--- config.mk ---
export PLATFORM = sky130hd
export DESIGN_NAME = mult_share_arbiter
export DESIGN_NICKNAME = d
export VERILOG_FILES = /design/src/rtl/mult_share_arbiter.sv
export SDC_FILE = /design/constraint.sdc
export NUM_CORES = 1
export LEC_CHECK = 0
export CAP_MARGIN = 0
export CORE_ASPECT_RATIO = 1.75
export CORE_MARGIN = 3
export CORE_UTILIZATION = 34
export CTS_CLUSTER_SIZE = 24
export DETAILED_ROUTE_END_ITERATION = 7
export PLACE_DENSITY = 0.72
export SYNTH_ARGS = -nofsm -noshare
export SYNTH_HDL_FRONTEND = slang
export SYNTH_SLANG_ARGS = --single-unit
--- constraint.sdc ---
create_clock -name clk -period 1.6 [get_ports clk]
set_input_delay 0.32 -clock clk [delete_from_list [all_inputs] [get_ports clk]]
set_output_delay 0.32 -clock clk [all_outputs]
set_load 0.01 [all_outputs]
--- src/rtl/mult_share_arbiter.sv ---
// Round-robin sharing of one external WIDTH x WIDTH multiplier among N_REQ requesters.
// Optional self-check of the multiplier result: define MULT_SHARE_ARBITER_CHECK_EN.
module mult_share_arbiter #(
  parameter int N_REQ = 4,
  parameter int WIDTH = 4,
  parameter int ID_W  = 2
) (
  input  logic                   clk,
  input  logic                   rst,
  input  logic [N_REQ-1:0]       req_valid,
  input  logic [N_REQ*WIDTH-1:0] req_a,
  input  logic [N_REQ*WIDTH-1:0] req_b,
  output logic [N_REQ-1:0]       req_ready,
  output logic [WIDTH-1:0]       mul_a,
  output logic [WIDTH-1:0]       mul_b,
  input  logic [2*WIDTH-1:0]     mul_p,
  output logic                   rsp_valid,
  input  logic                   rsp_ready,
  output logic [ID_W-1:0]        rsp_id,
  output logic [2*WIDTH-1:0]     rsp_p,
  output logic                   err
);

  typedef enum logic [1:0] {
    IDLE = 2'd0,
    MUL  = 2'd1,
    RESP = 2'd2
  } state_t;

  state_t               state_r;
  state_t               state_nxt_s;
  logic [ID_W-1:0]      ptr_r;
  logic [ID_W-1:0]      gid_r;
  logic [ID_W-1:0]      gnt_id_s;
  logic [ID_W-1:0]      ptr_nxt_s;
  logic                 gnt_vld_s;
  logic [N_REQ-1:0]     gnt_oh_s;
  logic [WIDTH-1:0]     op_a_r;
  logic [WIDTH-1:0]     op_b_r;
  logic                 rsp_valid_r;
  logic [ID_W-1:0]      rsp_id_r;
  logic [2*WIDTH-1:0]   rsp_p_r;

  // Round-robin search: first valid requester at or after ptr_r, wrapping.
  always_comb begin
    int  sum_v;
    int  idx_v;
    logic hit_v;
    gnt_vld_s = 1'b0;
    gnt_id_s  = '0;
    for (int k = 0; k < N_REQ; k++) begin
      sum_v     = int'(ptr_r) + k;
      idx_v     = (sum_v >= N_REQ) ? (sum_v - N_REQ) : sum_v;
      hit_v     = !gnt_vld_s && req_valid[idx_v];
      gnt_id_s  = hit_v ? ID_W'(idx_v) : gnt_id_s;
      gnt_vld_s = gnt_vld_s | hit_v;
    end
  end

  assign gnt_oh_s  = gnt_vld_s ? (N_REQ'(1) << gnt_id_s) : '0;
  assign req_ready = (state_r == IDLE) ? gnt_oh_s : '0;
  assign ptr_nxt_s = (gid_r == ID_W'(N_REQ - 1)) ? '0 : (gid_r + ID_W'(1));

  // Next-state logic for the IDLE -> MUL -> RESP cycle.
  always_comb begin
    state_nxt_s = state_r;
    case (state_r)
      IDLE: begin
        if (gnt_vld_s) begin
          state_nxt_s = MUL;
        end else begin
          state_nxt_s = IDLE;
        end
      end
      MUL: state_nxt_s = RESP;
      RESP: begin
        if (rsp_ready) begin
          state_nxt_s = IDLE;
        end else begin
          state_nxt_s = RESP;
        end
      end
      default: state_nxt_s = IDLE;
    endcase
  end

  // State register.
  always_ff @(posedge clk or posedge rst) begin
    if (rst) begin
      state_r <= IDLE;
    end else begin
      state_r <= state_nxt_s;
    end
  end

  // Operand latch at accept, result capture in MUL, pointer advance on response handshake.
  always_ff @(posedge clk or posedge rst) begin
    if (rst) begin
      ptr_r       <= '0;
      gid_r       <= '0;
      op_a_r      <= '0;
      op_b_r      <= '0;
      rsp_valid_r <= 1'b0;
      rsp_id_r    <= '0;
      rsp_p_r     <= '0;
    end else begin
      case (state_r)
        IDLE: begin
          if (gnt_vld_s) begin
            op_a_r <= req_a[int'(gnt_id_s)*WIDTH +: WIDTH];
            op_b_r <= req_b[int'(gnt_id_s)*WIDTH +: WIDTH];
            gid_r  <= gnt_id_s;
          end
        end
        MUL: begin
          rsp_p_r     <= mul_p;
          rsp_id_r    <= gid_r;
          rsp_valid_r <= 1'b1;
        end
        RESP: begin
          if (rsp_ready) begin
            rsp_valid_r <= 1'b0;
            ptr_r       <= ptr_nxt_s;
          end
        end
        default: begin
          rsp_valid_r <= 1'b0;
        end
      endcase
    end
  end

  assign mul_a     = op_a_r;
  assign mul_b     = op_b_r;
  assign rsp_valid = rsp_valid_r;
  assign rsp_id    = rsp_id_r;
  assign rsp_p     = rsp_p_r;

`ifdef MULT_SHARE_ARBITER_CHECK_EN
  logic err_r;

  function automatic logic [2*WIDTH-1:0] mul_ref(input logic [WIDTH-1:0] a,
                                                 input logic [WIDTH-1:0] b);
    return {WIDTH'(0), a} * {WIDTH'(0), b};
  endfunction

  // Sticky flag when the external product disagrees with the local reference.
  always_ff @(posedge clk or posedge rst) begin
    if (rst) begin
      err_r <= 1'b0;
    end else if ((state_r == MUL) && (mul_p != mul_ref(op_a_r, op_b_r))) begin
      err_r <= 1'b1;
    end
  end

  assign err = err_r;
`else
  assign err = 1'b0;
`endif

endmodule

; ---- After elaboration in Yosys (flattened, before gate mapping)
; Cells that the tools add are included.
[word_totals]
in_bits = 47
output_inout_bits = 24
ff_bits = 25
elab_cells = 73
[classes]
n_shift = 3
addsub = 8
n_eq_ne = 4
reduce_logical = 10
n_bitwise = 4
magnitude_cmp = 8
mux = 28
[ops]
columns = op, count
row1 = $lt 32x4->1 const B, 4
row2 = $mux 32, 4
row3 = $shiftx 16x5->4, 2
row4 = $mux 2, 6
row5 = $sub 3x3->4 const B, 3
row6 = $mux 1, 10
row7 = $ge 3x3->1 const B, 3
row8 = $bmux 1 s2, 4
row9 = $mux 4, 2
row10 = $add 2x2->3 const B, 2
row11 = $pmux 2 s3, 1
row12 = $reduce_and 2->1, 3
row13 = $eq 2x2->1 const B, 2
row14 = $shl 1x2->4 const A, 1
row15 = $sub 2x3->4 const B, 1
row16 = $add 2x1->3 const B, 1
row17 = $ge 2x3->1 const B, 1
row18 = $logic_and 1x1->1, 3
row19 = $logic_not 1->1, 3
row20 = $or 1x1->1, 3
row21 = $pmux 1 s3, 1
row22 = $add 2x1->2 const B, 1
row23 = $eq 2x1->1 const B, 1
row24 = $logic_not 2->1, 1
row25 = other kinds (2), 2

; ---- Depth between registers and ports, before layout
[depth]
depth_word = 17
depth_mapped = 6
ltp_nobuf = 5

; ---- Worst setup path after synthesis
; OpenSTA, ideal clock, no wires.
[synth_timing]
path_kind = reg-to-output
start = reg state_r[0]
end = out req_ready[1]
path_stages_with_launch = 5
t_arrival_ns = 1.423
path_buffers = 2
path_slack_ns = -0.143
cell_sequence = dfrtp_1 -> or3_1 -> clkbuf_2 -> clkbuf_1 -> nor3b_1
[synth_between]
elab_chain_cells = 2
[synth_lines]
columns = item, line_no
row1 = start: declaration, 30  ; state_t state_r;
row2 = start signal: assignment, 92  ; state_r <= state_nxt_s;
row3 = $logic_not 2->1, 61  ; assign req_ready = (state_r == IDLE) ? gnt_oh_s : '0;
row4 = $mux 4, 61
row5 = end: declaration, 13  ; output logic [N_REQ-1:0] req_ready,
; Every way passes these cells.

; ---- Final worst setup path
[layout_timing]
start = reg ptr_r[0]
end = out req_ready[1]
[layout_between]
elab_chain_cells = 17
elab_cells_between_ends = 43
classes_between = add/sub: 7 / order compare: 4 / shift: 1 / mux: 22 / bitwise: 3 / reduce/logical: 6
[layout_lines]
columns = item, line_no
row1 = start: declaration, 32  ; logic [ID_W-1:0] ptr_r;
row2 = start signal: assignment, 123  ; ptr_r <= ptr_nxt_s;
row3 = $add 2x1->3 (tied with other cells), 52  ; sum_v = int'(ptr_r) + k;
row4 = $sub 3x3->4 (tied with other cells), 53  ; idx_v = (sum_v >= N_REQ) ? (sum_v - N_REQ) : sum_v;
row5 = $mux 32 or $bmux 1 s2 (tied branches), "53, 54"
row6 = $bmux 1 s2 or $mux 1 (tied branches), 54  ; hit_v = !gnt_vld_s && req_valid[idx_v];
row7 = $mux 1 (implied by the code), 54
row8 = $mux 1 (implied by the code) or $logic_not 1->1 (tied branches), 54
row9 = $logic_and 1x1->1, 54
row10 = $or 1x1->1, 56  ; gnt_vld_s = gnt_vld_s | hit_v;
row11 = $logic_not 1->1, 54
row12 = $logic_and 1x1->1, 54
row13 = $or 1x1->1, 56
row14 = $logic_not 1->1, 54
row15 = $logic_and 1x1->1, 54
row16 = $mux 2, 55  ; gnt_id_s = hit_v ? ID_W'(idx_v) : gnt_id_s;
row17 = $shl 1x2->4, 60  ; assign gnt_oh_s = gnt_vld_s ? (N_REQ'(1) << gnt_id_s) : '0;
row18 = $mux 4 *, 60
row19 = $mux 4 *, 61
; Every way passes the cells marked *; elsewhere a longest branch is shown, timed or not. The select of a mux whose other input is x is not followed.

==> run_results.csv <==
group,metric,value,unit
setup_path,endpoint_kind,"primary output",
timing,setup_tns,-2.15,ns
timing,setup_ws,-0.269,ns
clock_network,cts_root_buf,"clkbuf_8",
floorplanning,dieArea,4530,sq um
synthesis,synthesis.nets,158,
layout,design_area,2350,sq um
setup_path,r2r_cells,8,
timing,slew_viol_final,0,
synthesis,ys_seq_elements,25,
global_route,grt_pass1_vias,1295,
placed_design,io_buffers,69,
setup_path,path_max_fanout,5,
timing,fin_hold_ws,0.418,ns
global_route,grt_pass1_wl,6110,um
timing,layout_min_cycle_time,1.87,ns
timing,hold_violations,0,
setup_path,crit_arrival,1.55,ns
pwr,power_density,1730,nW/um^2
run_status,status,"finished with violations",
pwr,p_int,0.00266,W
setup_path,r2r_slack,-0.19,ns
synthesis,synth_edf_count,0,
routing,drc,0,
layout,syn2layout_area_growth,85.3,%
timing,fin_crit_sh,117,%
placed_design,gp_congestion,0.679,
layout,final_cells,248,
synthesis,synth_area_per_cell,11.5,sq um
layout,fin_nets,252,
pwr,p_seq_share,28.0,%
setup_path,r2r-end,"mul_b[3]$_DFFE_PP0P_",
routing,wl_per_cell,15.8,um
timing,fmax,0.535,GHz
routing,dr.first_iter.drc_count,7,
global_route,grt_overflow_total,0,
routing,drtPass1Iterations,4,
clock_network,htree_num_levels,1,
clock_network,cts_hold_buffers,0,
hold_path,worstHoldPathType,"in2async",
routing,wl,3930,um
floorplanning,die_h,86.8,um
synthesis,yosys.area.top_type,"dfrtp_1",
global_route,grt_max_degree,26,
synthesis,synth.cell_area,1270,sq um
setup_path,timing.rr.start,"ptr_r[0]$_DFFE_PP0P_",
setup_path,crit_family,"flip-flops",
setup_path,slowest_delay,0.40,ns
clock_network,clk_pin_slew_worst_paths,0.08,ns
synthesis,synth_cells,110,
floorplanning,rows,28,
placed_design,dpl_cell_area,2090,sq um
job,maxCapViolCount,0,
layout,fin_util,67.8,%
placed_design,dp_hpwl,2920,um
setup_path,cp-start-kind,"register",
synthesis,async_reset_ff_share,100,%
routing,vias,1217,
run_status,failed_checks,"negative setup slack",
setup_path,cp_data_required_time,1.28,ns
floorplanning,core-area,3470,sq um
timing,finalSetupViolations,12,
synthesis,synth_ff_type,"dfrtp_1",
placed_design,placed_cells,231,
layout,antenna_cells,0,
pwr,netSwitchingFraction,34.5,%
pwr,leakage,1.05,nW
setup_path,path_class,"reg2out",
setup_path,crit_start,"ptr_r[0]$_DFFE_PP0P_",
timing,clock_skew,0.00353,ns
synthesis,synth_top_cells_by_count,"dfrtp_1 (25), mux2i_1 (16), nand2_1 (14), mux2_2 (11), o221ai_1 (8)",
clock_network,ctsLongestPathBuffers,2,
synthesis,ys_seq_area_share,49.3,%
synthesis,synth_cell_types,32,
timing,rsz0062_at_grt,"yes",
synthesis,synthTopCellsByArea,"dfrtp_1 (49%), mux2i_1 (13%), mux2_2 (9.8%), o221ai_1 (5.5%), nand2_1 (4.1%)",
setup_path,crit_buf_inv,2,
clock_network,clock-sinks,25,
routing,ant_nets,0,
clock_network,clk_latency,0.26,ns
global_route,grt_util_all_layers,17.8,%
routing,viasPerCell,4.91,
floorplanning,die_x,52.2,um
global_route,antenna_found_initial,0,
synthesis,yosysMostFrequentCell,"dfrtp_1",
pwr,combPwrFrac,63.0,%
layout,layout-drive-gt1-share,33.0,%
pwr,p_sw,0.00140,W
pwr,clockPowerShare,9.0,%
synthesis,synth_top_area_share,49.3,%
clock_network,numCtsBuffers,3,
setup_path,cp_slowest_cell,"dfrtp_1",
synthesis,synth_warnings,0,
clock_network,cts_tree,"built",
floorplanning,ios,71,
floorplanning,start_util,36.6,%
pwr,ir_drop,1150,uV
setup_path,crit_chain,"nand2b_4 > a21o_1 > o211ai_4 > buf_6 > nor3b_2 > buf_2",
[state kept, by name, summed over array words and instances (netlist names)]
| signal | count |
|---|---|
| gid_r | 2 |
| mul_a | 4 |
| mul_b | 4 |
| ptr_r | 2 |
| rsp_id | 2 |
| rsp_p | 8 |
| rsp_valid | 1 |
| state_r | 2 |
[repair_timing]
action	in CTS	in global routing
setup buffers	7	4
cloned	1	1
gates resized for setup	38	14
endpoints found under the setup margin	13	12
pin swaps	8	5
[routing by layer]
metal | vias up | global-route usage, % | part of all wire [%] | wire length, um
met5 | - | 0 | 0 | 0
li1 | 582 | - | - | -
met1 | 603 | 19.7 | 34 | 1350
met2 | 28 | 34.4 | 62 | 2420
met4 | 0 | 4.88 | 1.2 | 49
met3 | 4 | 1.89 | 2.6 | 104
[final cells by class]
| type | count | area [sq um] |
|---|---|---|
| inverter | 2 | 7.51 |
| clock buffer | 4 | 45.0 |
| timing repair buffer | 95 | 903 |
| tap | 45 | 56.3 |
| fill | 270 | 1120 |
| sequential | 25 | 626 |
| multi-input combinational | 77 | 713 |
[how the worst max path moves through the flow]
stage                     cells past startpoint           end
after floorplan                               4  req_ready[1]
after global placement                        6  req_ready[1]
after detailed placement                      6  req_ready[1]
after CTS                                     6  req_ready[1]
after global routing                          6  req_ready[1]
final                                         6  req_ready[1]
[worst reg2reg max path: stages, from the launching register on]
cell      delay [ns]
dfrtp_1         0.41
nand2b_4        0.15
a21o_1          0.20
o211ai_4        0.12
buf_4           0.16
buf_6           0.12
buf_12          0.13
mux2i_2         0.25
o221ai_2        0.13
[power groups by stage]
stage | clock network, W | registers [W] | logic (W)
after CTS | 0.000380 | 0.00113 | 0.00232
after global placement | 0 | 0.00112 | 0.00205
after detailed placement | 0 | 0.00114 | 0.00211
after floorplan | 0 | 0.00125 | 0.000948
final | 0.000367 | 0.00113 | 0.00255
after global routing | 0.000413 | 0.00119 | 0.00274
[cells by family (layout without fill, tap and decap cells)]
logic type      Yosys count  after routing  share of synthesized area, %
buf+inv                   9            101                          3.94
simple gates             29             30                          11.3
mux                      27             27                          22.4
compound gates           18             18                          11.7
other cells               1              1                         0.296
flops                    25             25                          49.3
fa+ha+maj                 1              1                         0.986
[placed cells by master (no fill, tap or decap), drive strengths merged]
cell / count
o32ai: 1
nor3b: 1
nor2: 2
nor4: 1
nand2b: 2
a21oi: 1
clkdlybuf4s15: 2
o211ai: 1
nand2: 14
o21a: 1
or2: 2
clkbuf: 5
o221ai: 8
o21ai: 3
mux2i: 16
conb: 1
and3: 1
clkdlybuf4s18: 1
and2b: 1
a21o: 2
ha: 1
dfrtp: 25
nor2b: 3
clkdlybuf4s50: 61
inv: 2
o31ai: 1
or3: 1
mux2: 11
dlygate4sd2: 1
buf: 29
nand3b: 1
nor3: 1
[per-stage QoR]
| step | total power (W) | setup WS (ns) |
|---|---|---|
| 4_1_cts | 0.00383 | -0.223 |
| 3_3_place_gp | 0.00318 | -0.837 |
| 5_1_grt | 0.00434 | -0.339 |
| 6_report | 0.00406 | -0.269 |
| 2_1_floorplan | 0.00220 | -0.0463 |
| 3_5_place_dp | 0.00325 | -0.880 |
Power figures use the tool's default switching activity.
